File: config.mk
export PLATFORM = sky130hd
export DESIGN_NAME = fetch_sequencer
export DESIGN_NICKNAME = d
export VERILOG_FILES = /design/src/rtl/fetch_sequencer.sv
export SDC_FILE = /design/constraint.sdc
export NUM_CORES = 1
export LEC_CHECK = 0
export ABC_AREA = 1
export CORE_ASPECT_RATIO = 0.75
export CORE_MARGIN = 2
export CORE_UTILIZATION = 35
export CTS_BUF_LIST = sky130_fd_sc_hd__clkbuf_4 sky130_fd_sc_hd__clkbuf_8 sky130_fd_sc_hd__clkbuf_16
export CTS_CLUSTER_SIZE = 25
export DETAILED_ROUTE_END_ITERATION = 8
export SETUP_SLACK_MARGIN = 0.05
export SLEW_MARGIN = 20
export SYNTH_ARGS = -nofsm -noshare
export SYNTH_HDL_FRONTEND = slang
export SYNTH_SLANG_ARGS = --single-unit
File: constraint.sdc
create_clock -name Clock -period 1.4 [get_ports Clock]
set_input_delay 0.14 -clock Clock [delete_from_list [all_inputs] [get_ports Clock]]
set_output_delay 0.14 -clock Clock [all_outputs]
set_load 0.02 [all_outputs]
File: src/rtl/fetch_sequencer.sv
// Instruction-fetch control FSM.
// Sequences one instruction at a time through four steps:
//   1. Request the word at the current PC and latch it into ir.
//   2. Offer ir to decode.
//   3. For a conditional branch, wait for execute to resolve it.
//   4. Pulse the PC-advance enable with the next-PC select.
// A fetch that never gets an ack trips a sticky fault. Only Reset clears it.
// Every output is a flop, so no input has a combinational path to an output.
module fetch_sequencer #(
    parameter int         TIMEOUT = 16,         // max FETCH cycles without ack (1..255)
    parameter logic [5:0] BR_OP   = 6'b000100,  // conditional-branch opcode in ir[31:26]
    parameter int         CNT_W   = 16          // issued-instruction counter width
) (
    input  logic             Clock,
    input  logic             Reset,
    input  logic             run,
    output logic             imem_req,
    input  logic             imem_ack,
    input  logic [31:0]      imem_rdata,
    output logic [31:0]      ir,
    output logic             ir_valid,
    input  logic             dec_ready,
    input  logic             br_done,
    input  logic             B,
    input  logic             Z,
    output logic             pc_en,
    output logic             pc_sel,
    output logic             busy,
    output logic             fault,
    output logic [CNT_W-1:0] issue_count
);

    typedef enum logic [2:0] {
        IDLE   = 3'd0,
        FETCH  = 3'd1,
        ISSUE  = 3'd2,
        BRWAIT = 3'd3,
        PCUPD  = 3'd4,
        FAULT  = 3'd5
    } state_t;

    // Last wait-counter value before a missing ack becomes a fault.
    localparam logic [7:0] WAIT_LAST = 8'(TIMEOUT - 1);

    state_t     state_reg;
    logic [7:0] wait_cnt_reg;

    // Main sequencer: next state and all registered outputs in one place.
    // Each output is set on the transition into the state where it must be
    // seen, which keeps every output a plain flop (Moore timing).
    always_ff @(posedge Clock or negedge Reset) begin
        if (!Reset) begin
            state_reg    <= IDLE;
            wait_cnt_reg <= '0;
            ir           <= '0;
            ir_valid     <= 1'b0;
            imem_req     <= 1'b0;
            pc_en        <= 1'b0;
            pc_sel       <= 1'b0;
            busy         <= 1'b0;
            fault        <= 1'b0;
            issue_count  <= '0;
        end else begin
            case (state_reg)
                IDLE: begin
                    // The first fetch uses the PC as it stands; no PC update precedes it.
                    if (run) begin
                        state_reg    <= FETCH;
                        imem_req     <= 1'b1;
                        busy         <= 1'b1;
                        wait_cnt_reg <= '0;
                    end
                end

                FETCH: begin
                    // An ack is checked before the timeout, so an ack in the last allowed cycle wins.
                    if (imem_ack) begin
                        ir        <= imem_rdata;
                        ir_valid  <= 1'b1;
                        imem_req  <= 1'b0;
                        state_reg <= ISSUE;
                    end else if (wait_cnt_reg == WAIT_LAST) begin
                        imem_req  <= 1'b0;
                        busy      <= 1'b0;
                        fault     <= 1'b1;
                        state_reg <= FAULT;
                    end else begin
                        wait_cnt_reg <= wait_cnt_reg + 8'd1;
                    end
                end

                ISSUE: begin
                    // ir stays put until decode takes it.
                    if (dec_ready) begin
                        ir_valid    <= 1'b0;
                        issue_count <= issue_count + 1'b1;
                        if (ir[31:26] == BR_OP) begin
                            state_reg <= BRWAIT;
                        end else begin
                            // A non-branch always falls through to PC+4.
                            pc_en     <= 1'b1;
                            pc_sel    <= 1'b0;
                            state_reg <= PCUPD;
                        end
                    end
                end

                BRWAIT: begin
                    // The branch is taken only when execute flags a branch and a zero result.
                    if (br_done) begin
                        pc_en     <= 1'b1;
                        pc_sel    <= B & Z;
                        state_reg <= PCUPD;
                    end
                end

                PCUPD: begin
                    // The PC loads during this cycle.
                    // Any following request is raised one cycle later, against the new PC.
                    pc_en  <= 1'b0;
                    pc_sel <= 1'b0;
                    if (run) begin
                        imem_req     <= 1'b1;
                        wait_cnt_reg <= '0;
                        state_reg    <= FETCH;
                    end else begin
                        busy      <= 1'b0;
                        state_reg <= IDLE;
                    end
                end

                FAULT: begin
                    // Sticky: only Reset leaves this state.
                    state_reg <= FAULT;
                end

                default: begin
                    // Unreachable encodings recover to a quiet IDLE.
                    state_reg <= IDLE;
                    imem_req  <= 1'b0;
                    ir_valid  <= 1'b0;
                    pc_en     <= 1'b0;
                    pc_sel    <= 1'b0;
                    busy      <= 1'b0;
                end
            endcase
        end
    end

endmodule

### Word level (Yosys, flattened, before mapping)

Index checks and enable logic that the tools add are counted.

| storage, ports and cells | value |
|---|---|
| register bits | 65 |

| cells by class | value |
|---|---|
| $add $sub $neg | 2 |
| eq/ne operators | 18 |
| mux-type cells | 30 |
| bitwise logic cells | 5 |
| reductions and logical operators | 15 |

Operators with widths:

| cell | count |
|---|---|
| 8-bit two-way mux | 3 |
| 3-bit two-way mux | 6 |
| 2-bit != test, second input constant | 9 |
| 3-bit case mux with 6 select lines | 1 |
| 16-bit by 1-bit adder with 16-bit output, second input constant | 1 |
| 8-bit case mux with 2 select lines | 1 |
| 1-bit two-way mux | 14 |
| 1-bit case mux with 3 select lines | 4 |
| 4-bit AND reduction | 3 |
| 3-bit AND reduction | 3 |
| 8-bit by 1-bit adder with 8-bit output, second input constant | 1 |
| 8-bit by 4-bit equality test with 1-bit output, second input constant | 1 |
| 3-bit by 2-bit equality test with 1-bit output, second input constant | 2 |
| 3-bit equality test, second input constant | 2 |
| 6-bit by 3-bit equality test with 1-bit output, second input constant | 1 |
| 3-bit OR reduction | 2 |
| 5-bit AND reduction | 1 |
| 1-bit NOT | 4 |
| 1-bit case mux with 4 select lines | 1 |
| 2-bit AND reduction | 2 |
| 4-bit OR reduction | 1 |
| 3-bit by 1-bit equality test with 1-bit output, second input constant | 1 |
| 3-bit zero test | 1 |
| 3-bit != test, second input constant | 1 |
| 4 further kinds | 4 |

### Logic depth before layout (Yosys ltp)

Gate-level depths: netlist of the first run.

| logic depth | value |
|---|---|
| depth after elaboration | 4 |
| gate-level depth with buffers | 10 |
| depth with buffers taken out | 10 |

### Worst setup path before layout of the first run

Ideal clock, no wire load.

| timing | value |
|---|---|
| kind | flip-flop to flip-flop |
| start point | register issue_count[1] |
| end point | register issue_count[6] |
| library setup time | 0.131 ns |
| data arrival time | 1.363 ns |
| required time | 1.269 ns |
| path slack | -0.094 ns |
| stages on the path, launching flop included | 8 |
| buffers on the path | 0 |
| clock period less this slack | 1.494 ns |
| cells stage by stage | dfrtp_1 > ha_1 > inv_1 > nor2_1 > inv_1 > nor2_4 > nand2_2 > xnor2_2 |

| between the ends | value |
|---|---|
| longest elaborated chain between the ends | 1 |

Ends and longest elaborated chain:

| item | RTL line | RTL |
|---|---|---|
| start, declared | 30 | `output logic [CNT_W-1:0] issue_count` |
| start signal, assigned | 96 | `issue_count <= issue_count + 1'b1;` |
| 16-bit by 1-bit adder with 16-bit output | 96 |  |

No other way between the ends.
A chain may end at the register's enable or synchronous reset.

### Worst setup path in the final report of the first run

| timing | value |
|---|---|
| start point | register wait_cnt_reg[1] |
| end point | register state_reg[1] |

| between the ends | value |
|---|---|
| longest elaborated chain between the ends | 3 |

Ends and longest elaborated chain:

| item | RTL line | RTL |
|---|---|---|
| start, declared | 46 | `logic [7:0] wait_cnt_reg;` |
| start signal, assigned | 88 | `wait_cnt_reg <= wait_cnt_reg + 8'd1;` |
| 8-bit by 4-bit equality test with 1-bit output | 82 | `end else if (wait_cnt_reg == WAIT_LAST) begin` |
| 3-bit != test (no line) | n/a |  |
| 4-bit AND reduction (no line) | n/a |  |
| end signal, assigned | 81 | `state_reg <= ISSUE;` |
| end signal, assigned | 86 | `state_reg <= FAULT;` |
| end signal, assigned | 98 | `state_reg <= BRWAIT;` |
| end, declared | 45 | `state_t state_reg;` |

No other way between the ends.

==> results.md, run 1 <==
- Outcome: finished, final reports clean
- GRT overflow: 0
- Core Region: 9159 um^2
- Largest net degree at the start of global routing: 32
- PortBufs: 93
- Post-DP HPWL: 6.383 mm
- Static leakage: 2.724 nW
- Post-route ant nets: 0
- Clk buf depth: 2
- Reg-to-reg slack, setup: 40 ps
- Number of global-route vias before repair: 3009
- Crit Path Max Fanout: 3
- Total power: 10.02 mW
- Diodes inserted: 0
- Setup CP Type: flop to flop
- Total wire length: 8.743 mm
- Main flop type after synthesis: dfrtp_1
- TritonCTS buffer count: 9
- M1 wire length: 4.202 mm
- Max Fclk: 735.3 MHz
- Later-pin clock latency in the skew report: 320 ps
- # Max-Cap Violations: 0
- R2r endpoint: state_reg[1]$_DFFE_PN0P_
- Synthesized cell area: 3328 um^2
- Hold Crit Class: input port to async pin
- EDFF count, synth: 0
- WL per Instance: 12.49 um
- CTS clock-pin slew for the worst setup and hold paths: 50 ps
- Layout area overhead: 53.12%
- Metal2 WL: 3.854 mm
- Syn Area/Cell: 7.633 um^2
- Post-place setup slack: -38.61 ps
- Yosys warns: 0
- Starting density of the core: 36.34%
- CP startpoint: wait_cnt_reg[1]$_DFFE_PN0P_
- Mapped Cells: 436
- Pre-antenna DRT Iters: 4
- Async S/R FF share, synth: 100.0%
- Worst Path Required: 1630 ps
- Final hold vios: 0
- Full die area: 10310 um^2
- Share of layout cells above drive strength 1: 21.50%
- Vias/cell: 4.466
- Chip height: 88.45 um
- Measured slew at the worst slew-check pin: 421.6 ps
- Uppermost routed layer: met4
- Slew Limit Headroom: 71.89%
- Clk sinks: 65
- Placed standard-cell area: 4592 um^2
- Post-synthesis cell type count: 29
- Fin Setup TNS: 0 ps
- Post-Route Skew: 4.758 ps
- Crit-path cells: ha_2, nand2_2, buf_6, nor2_4, nand3_2, nand2_2, nand2_2, o21bai_1
- Final worst path period need: 1360 ps
- Tot GR Track Use: 18.10%
- WHS: 284.9 ps
- Register area share after synthesis: 48.87%
- CTS tree: done
- Final slew viol count: 0
- Final WS setup: 40.02 ps
- Flops & latches, synth: 65
- VDD IR max: 0.9609 mV
- Critical Path Source Type: flop
- Final Wtd Congestion: 0.9567
- Unrepaired setup endpoints after global routing: true
- Synth top area share: 48.87%
- Final Setup Violations: 0
- Most common cell in the netlist: nand2_1
- Antenna violations before repair: 0
- Final period util: 97.14%
- Die Wd: 116.6 um
- I/O pin total: 94
- Final net count: 609
- Synth cell count leaders: nand2_1 (208), dfrtp_1 (65), nor2_1 (42), inv_1 (31), nand3_1 (18)
- Worst path slowest cell: dfrtp_1
- Worst EP arrival: 1590 ps
- Most used cell, CP: nand2_2
- Cells on worst reg2reg path: 8
- P per Cell Area: 1966 nW/um^2
- Syn Nets: 478
- CP endpoint kind: flop
- Worst R2R Start: wait_cnt_reg[1]$_DFFE_PN0P_
- Global-route wire length before repair: 14.38 mm
- Drt first-iter violations: 142
- Via Count: 3126
- Cell taking the most area after synthesis: dfrtp_1
- WL met3: 603 um
- # rows: 30
- Max FFs per register: 32
- Ranking of synthesized cells by area: dfrtp_1 (49%), nand2_1 (23%), nor2_1 (4.7%), inv_1 (3.5%), nand3_1 (2.7%)
- CP peak stage delay: 350 ps
- Root Driver: clkbuf_16
- H-tree depth: 3
- Final instance area: 5096 um^2
- Residual DRC: 0
[through the flow]
| stage | util [%] | instances |
|---|---|---|
| detailed placement | 50.14 | 672 |
| floorplan | - | 436 |
| global route | 55.64 | 700 |
| CTS | 53.92 | 697 |
| finish | 55.64 | 700 |
| global placement | 50.14 | 672 |
[critical path, delay by kind of cell (launching register included)]
family,cells,cell delay [ps]
and+or+nand+nor,5,430
AOI/OAI and AO/OA,1,160
adders and majority gates,1,190
DFF,1,350
buffers and inverters,1,130
[report_power, final]
part / leakage [nW] / internal [mW] / switching (mW)
clock: 0.154 / 1.48 / 0.749
combinational: 1.75 / 1.87 / 2.85
sequential: 0.825 / 2.58 / 0.490
total: 2.72 / 5.93 / 4.09
[worst max path at each step]
stage	to	slack [ps]	depth (start not counted)
finish	state_reg[1]$_DFFE_PN0P_	40	8
global route	state_reg[0]$_DFFE_PN0P_	-40	10
CTS	state_reg[0]$_DFFE_PN0P_	20	10
detailed placement	wait_cnt_reg[4]$_DFFE_PN0P_	-40	8
global placement	wait_cnt_reg[1]$_DFFE_PN0P_	-20	8
floorplan	issue_count[6]$_DFFE_PN0P_	40	7
[area by class of cell]
| class | count | area, um^2 |
|---|---|---|
| sequential | 65 | 1637 |
| inverter | 38 | 152.6 |
| tap | 128 | 160.2 |
| timing repair buffer | 129 | 1191 |
| fill | 878 | 4063 |
| clock buffer | 13 | 261.5 |
| multi-input combinational | 324 | 1654 |
| clock inverter | 3 | 40.04 |
[cells by family (layout without fill, tap and decap cells)]
family,Yosys count,count (layout),share of synthesized area [%]
buf+inv,47,183,6.278
fa+ha+maj,2,2,0.7518
flops,65,65,48.87
xor+xnor,9,9,2.820
compound gates,15,15,2.481
simple gates,298,298,38.80
[layout by cell type, fill, tap and decap left out, types with 3 or more instances in the layout]
cell type        instances
dfrtp_2                  8
nand2_2                 12
buf_4                   29
buf_12                   4
inv_1                   30
buf_6                    3
nand4_1                  7
nand2_4                  6
nand3_1                 15
xor2_1                   7
o21ai_0                  6
clkdlybuf4s50_1         38
clkbuf_16                9
nand3_2                  3
inv_2                    5
nor2_2                  11
dlygate4sd2_1           53
nor2_1                  27
clkbuf_4                 3
dfrtp_1                 57
o21ai_1                  4
nor2_4                  12
nand2_1                197
[metal layers]
metal / GRT usage, % / up-vias
li1: - / 1600
met2: 27.38 / 92
met3: 5.890 / 8
met1: 25.24 / 1426
met4: 4.813 / 0
met5: 0 / -
[timing repair]
item | 4_1_cts | 5_1_grt
cloned | 0 | 0
buffers inserted | 8 | 3
pin swaps | 8 | 14
endpoints found under the hold margin | 13 | 0
endpoints found under the setup margin | 70 | 33
hold buffers | 1 | 0
resized for setup | 67 | 45
No activity file was read; power rests on OpenSTA's default activity.
==> inputs of run 2 (changes only) <==
Clock period 1.4 ns to 1.73 ns, I/O delays scaled along.
==> run 2 against run 1 <==
Effect of this change: clock-buffer cell count is 3 lower; worst setup slack improved by 110 ps; critical path depth fell by 7; total power decreased by 20%; sequential power decreased by 18%; global-route usage shrank 1.3 points; via count decreased by 5.0%; combinational power decreased by 24%; core utilization decreased by 3.5 points; worst hold slack worse by 25 ps; clock power is 13% lower; non-clock buffer count decreased by 27; highest routed layer unchanged.
==> results.md, run 2 (synthesis results as in run 1) <==
- Outcome: finished, final reports clean
- Full die area: 10310 um^2 (unchanged)
- H-tree depth: 3 (unchanged)
- Pre-antenna DRT Iters: 4 (unchanged)
- Buf+Inv Stages, Crit Path: 1 (unchanged)
- WP depth: 1 (-7)
- Layout area overhead: 43.42%
- Clk sinks: 65 (unchanged)
- Via Count: 2969 (-5.0%)
- CTS clock-pin slew for the worst setup and hold paths: 50 ps (about the same)
- CTS tree: done
- Measured slew at the worst slew-check pin: 328.5 ps (-93.09 ps)
- Final worst path period need: 1578 ps
- Final instance area: 4773 um^2 (-6.3%)
- Slew Limit Headroom: 78.02% (+6.1 points)
- Total wire length: 8.085 mm (-7.5%)
- Final net count: 582 (-4.4%)
- Clk network pwr share: 24.0% (+1.8 points)
- TritonCTS buffer count: 9 (unchanged)
- Global-route wire length before repair: 13.60 mm (-5.4%)
- I/O pin total: 94 (unchanged)
- Fin Setup TNS: 0 ps (unchanged)
- Placed standard-cell area: 4438 um^2 (-3.4%)
- Worst EP arrival: 1400 ps (-190 ps)
- CP endpoint kind: output pin
- PortBufs: 93 (unchanged)
- Starting density of the core: 36.34% (unchanged)
- Int Pwr: 4.888 mW (-18%)
- Post-DP HPWL: 6.112 mm (-4.3%)
- CP peak stage delay: 640 ps (+290 ps)
- Tot GR Track Use: 16.84% (-1.3 points)
- Final slew viol count: 0 (unchanged)
- Sequential share of power: 31.3% (+0.7 points)
- Clk buf depth: 2 (unchanged)
- GRT overflow: 0 (unchanged)
- Residual DRC: 0 (unchanged)
- Drt first-iter violations: 89 (-37%)
- Post-Route Skew: 5.691 ps (+0.9329 ps)
- Hold Crit Class: input port to async pin
- Critical path's top delay family: buffers and inverters
- VDD IR max: 0.7658 mV (-20%)
- CP startpoint: issue_count[9]$_DFFE_PN0P_
- # Max-Cap Violations: 0 (unchanged)
- Root Driver: clkbuf_16
- Number of global-route vias before repair: 2830 (-5.9%)
- Final period util: 91.20%
- Post-route ant nets: 0 (unchanged)
- Worst path slowest cell: clkdlybuf4s50_1
- Diodes inserted: 0 (unchanged)
- Final hold vios: 0 (unchanged)
- Crit Path Max Fanout: 5 (+2)
- Most common cell after layout, fill and taps aside: nand2_1
- Die Wd: 116.6 um (unchanged)
- Commonest non-fill, non-tap cells in the layout: nand2_1 (208), clkdlybuf4s50_1 (92), dfrtp_1 (64)
- Core Region: 9159 um^2 (unchanged)
- Static leakage: 2.372 nW (-13%)
- Setup Fix Bufs, Post-CTS: 0 (-8)
- Critical Path Source Type: flop
- Max FFs per register: 32 (unchanged)
- Antenna violations before repair: 0 (unchanged)
- Share of layout cells above drive strength 1: 9.743% (-12 points)
- Worst Path Required: 1560 ps (-70 ps)
- Worst R2R Start: wait_cnt_reg[0]$_DFFE_PN0P_
- Sw Pwr: 3.160 mW (-23%)
- Max Fclk: 633.8 MHz
- Final Setup Violations: 0 (unchanged)
- Unrepaired setup endpoints after global routing: false
- Cells on worst reg2reg path: 10 (+2)
- Chip height: 88.45 um (unchanged)
- Final Wtd Congestion: 0.7974 (-17%)
- WL per Instance: 12.03 um (-3.7%)
- Logic pwr share: 44.7% (-2.4 points)
- Setup CP Type: flop to output pin
- P per Cell Area: 1686 nW/um^2 (-14%)
- Vias/cell: 4.418 (-1.1%)
- # rows: 30 (unchanged)
- Later-pin clock latency in the skew report: 320 ps (about the same)
- Crit-path cells: clkdlybuf4s50_1
- Switching share of power: 39.27% (-1.6 points)
- Filler instances: 892 (+1.6%)
- Largest net degree at the start of global routing: 25 (-22%)
==> run 2: routing by layer <==
layer | track usage (%) | up-vias | share of wire (%)
met3 | 3.973 | 4 | 6.1
li1 | - | 1553 | -
met2 | 25.90 | 73 | 44
met5 | 0 | - | 0
met1 | 23.96 | 1339 | 49
met4 | 4.813 | 0 | 0.69
==> run 2: power groups by stage <==
stage,sequential (mW),clock (mW),combinational (mW)
after floorplan,3.03,0,1.57
after global placement,2.53,0,3.56
after detailed placement,2.53,0,3.61
after CTS,2.52,2.00,3.62
after global routing,2.61,2.07,3.99
final,2.52,1.93,3.60
==> run 2: cell type report <==
class | instances | area (um^2) | area share (%)
Clock buffer | 10 | 239.0 | 5.007
Timing Repair Buffer | 102 | 1021 | 21.39
Multi-Input combinational cell | 324 | 1498 | 31.38
Inverter | 38 | 147.6 | 3.093
Tap cell | 128 | 160.2 | 3.355
Clock inverter | 5 | 80.08 | 1.678
Sequential cell | 65 | 1628 | 34.10
==> run 2: path summary, 6_finish.rpt <==
kind / end / slack [ps]
hold / removal: ir[6]$_DFFE_PN0P_ / 260
min in group Clock: ir[6]$_DFFE_PN0P_ / 390
max in group asynchronous: ir[12]$_DFFE_PN0P_ / 970
setup / recovery: issue_count[9] / 150
hold reg to reg: fault$_DFFE_PN0P_ / 460
setup reg to reg: wait_cnt_reg[2]$_DFFE_PN0P_ / 220
==> run 2: what timing repair did <==
action | CTS | global route
endpoints found under the hold margin | 49 | 0
hold buffers | 1 | 0
endpoints found under the setup margin | 0 | 1
gates resized for setup | 0 | 2
==> run 2: per-stage QoR <==
step / util [%] / setup slack, ps / power, mW / std cells / hold WS [ps]
after global routing: 52.12 / 54.84 / 8.664 / 672 / 289.3
after floorplan: - / 236.1 / 4.600 / 436 / -122.6
after CTS: 52.05 / 128.0 / 8.141 / 672 / 259.2
final: 52.12 / 152.3 / 8.049 / 672 / 260.0
after global placement: 48.46 / 212.9 / 6.093 / 656 / 61.30
after detailed placement: 48.46 / 170.8 / 6.137 / 656 / 61.09
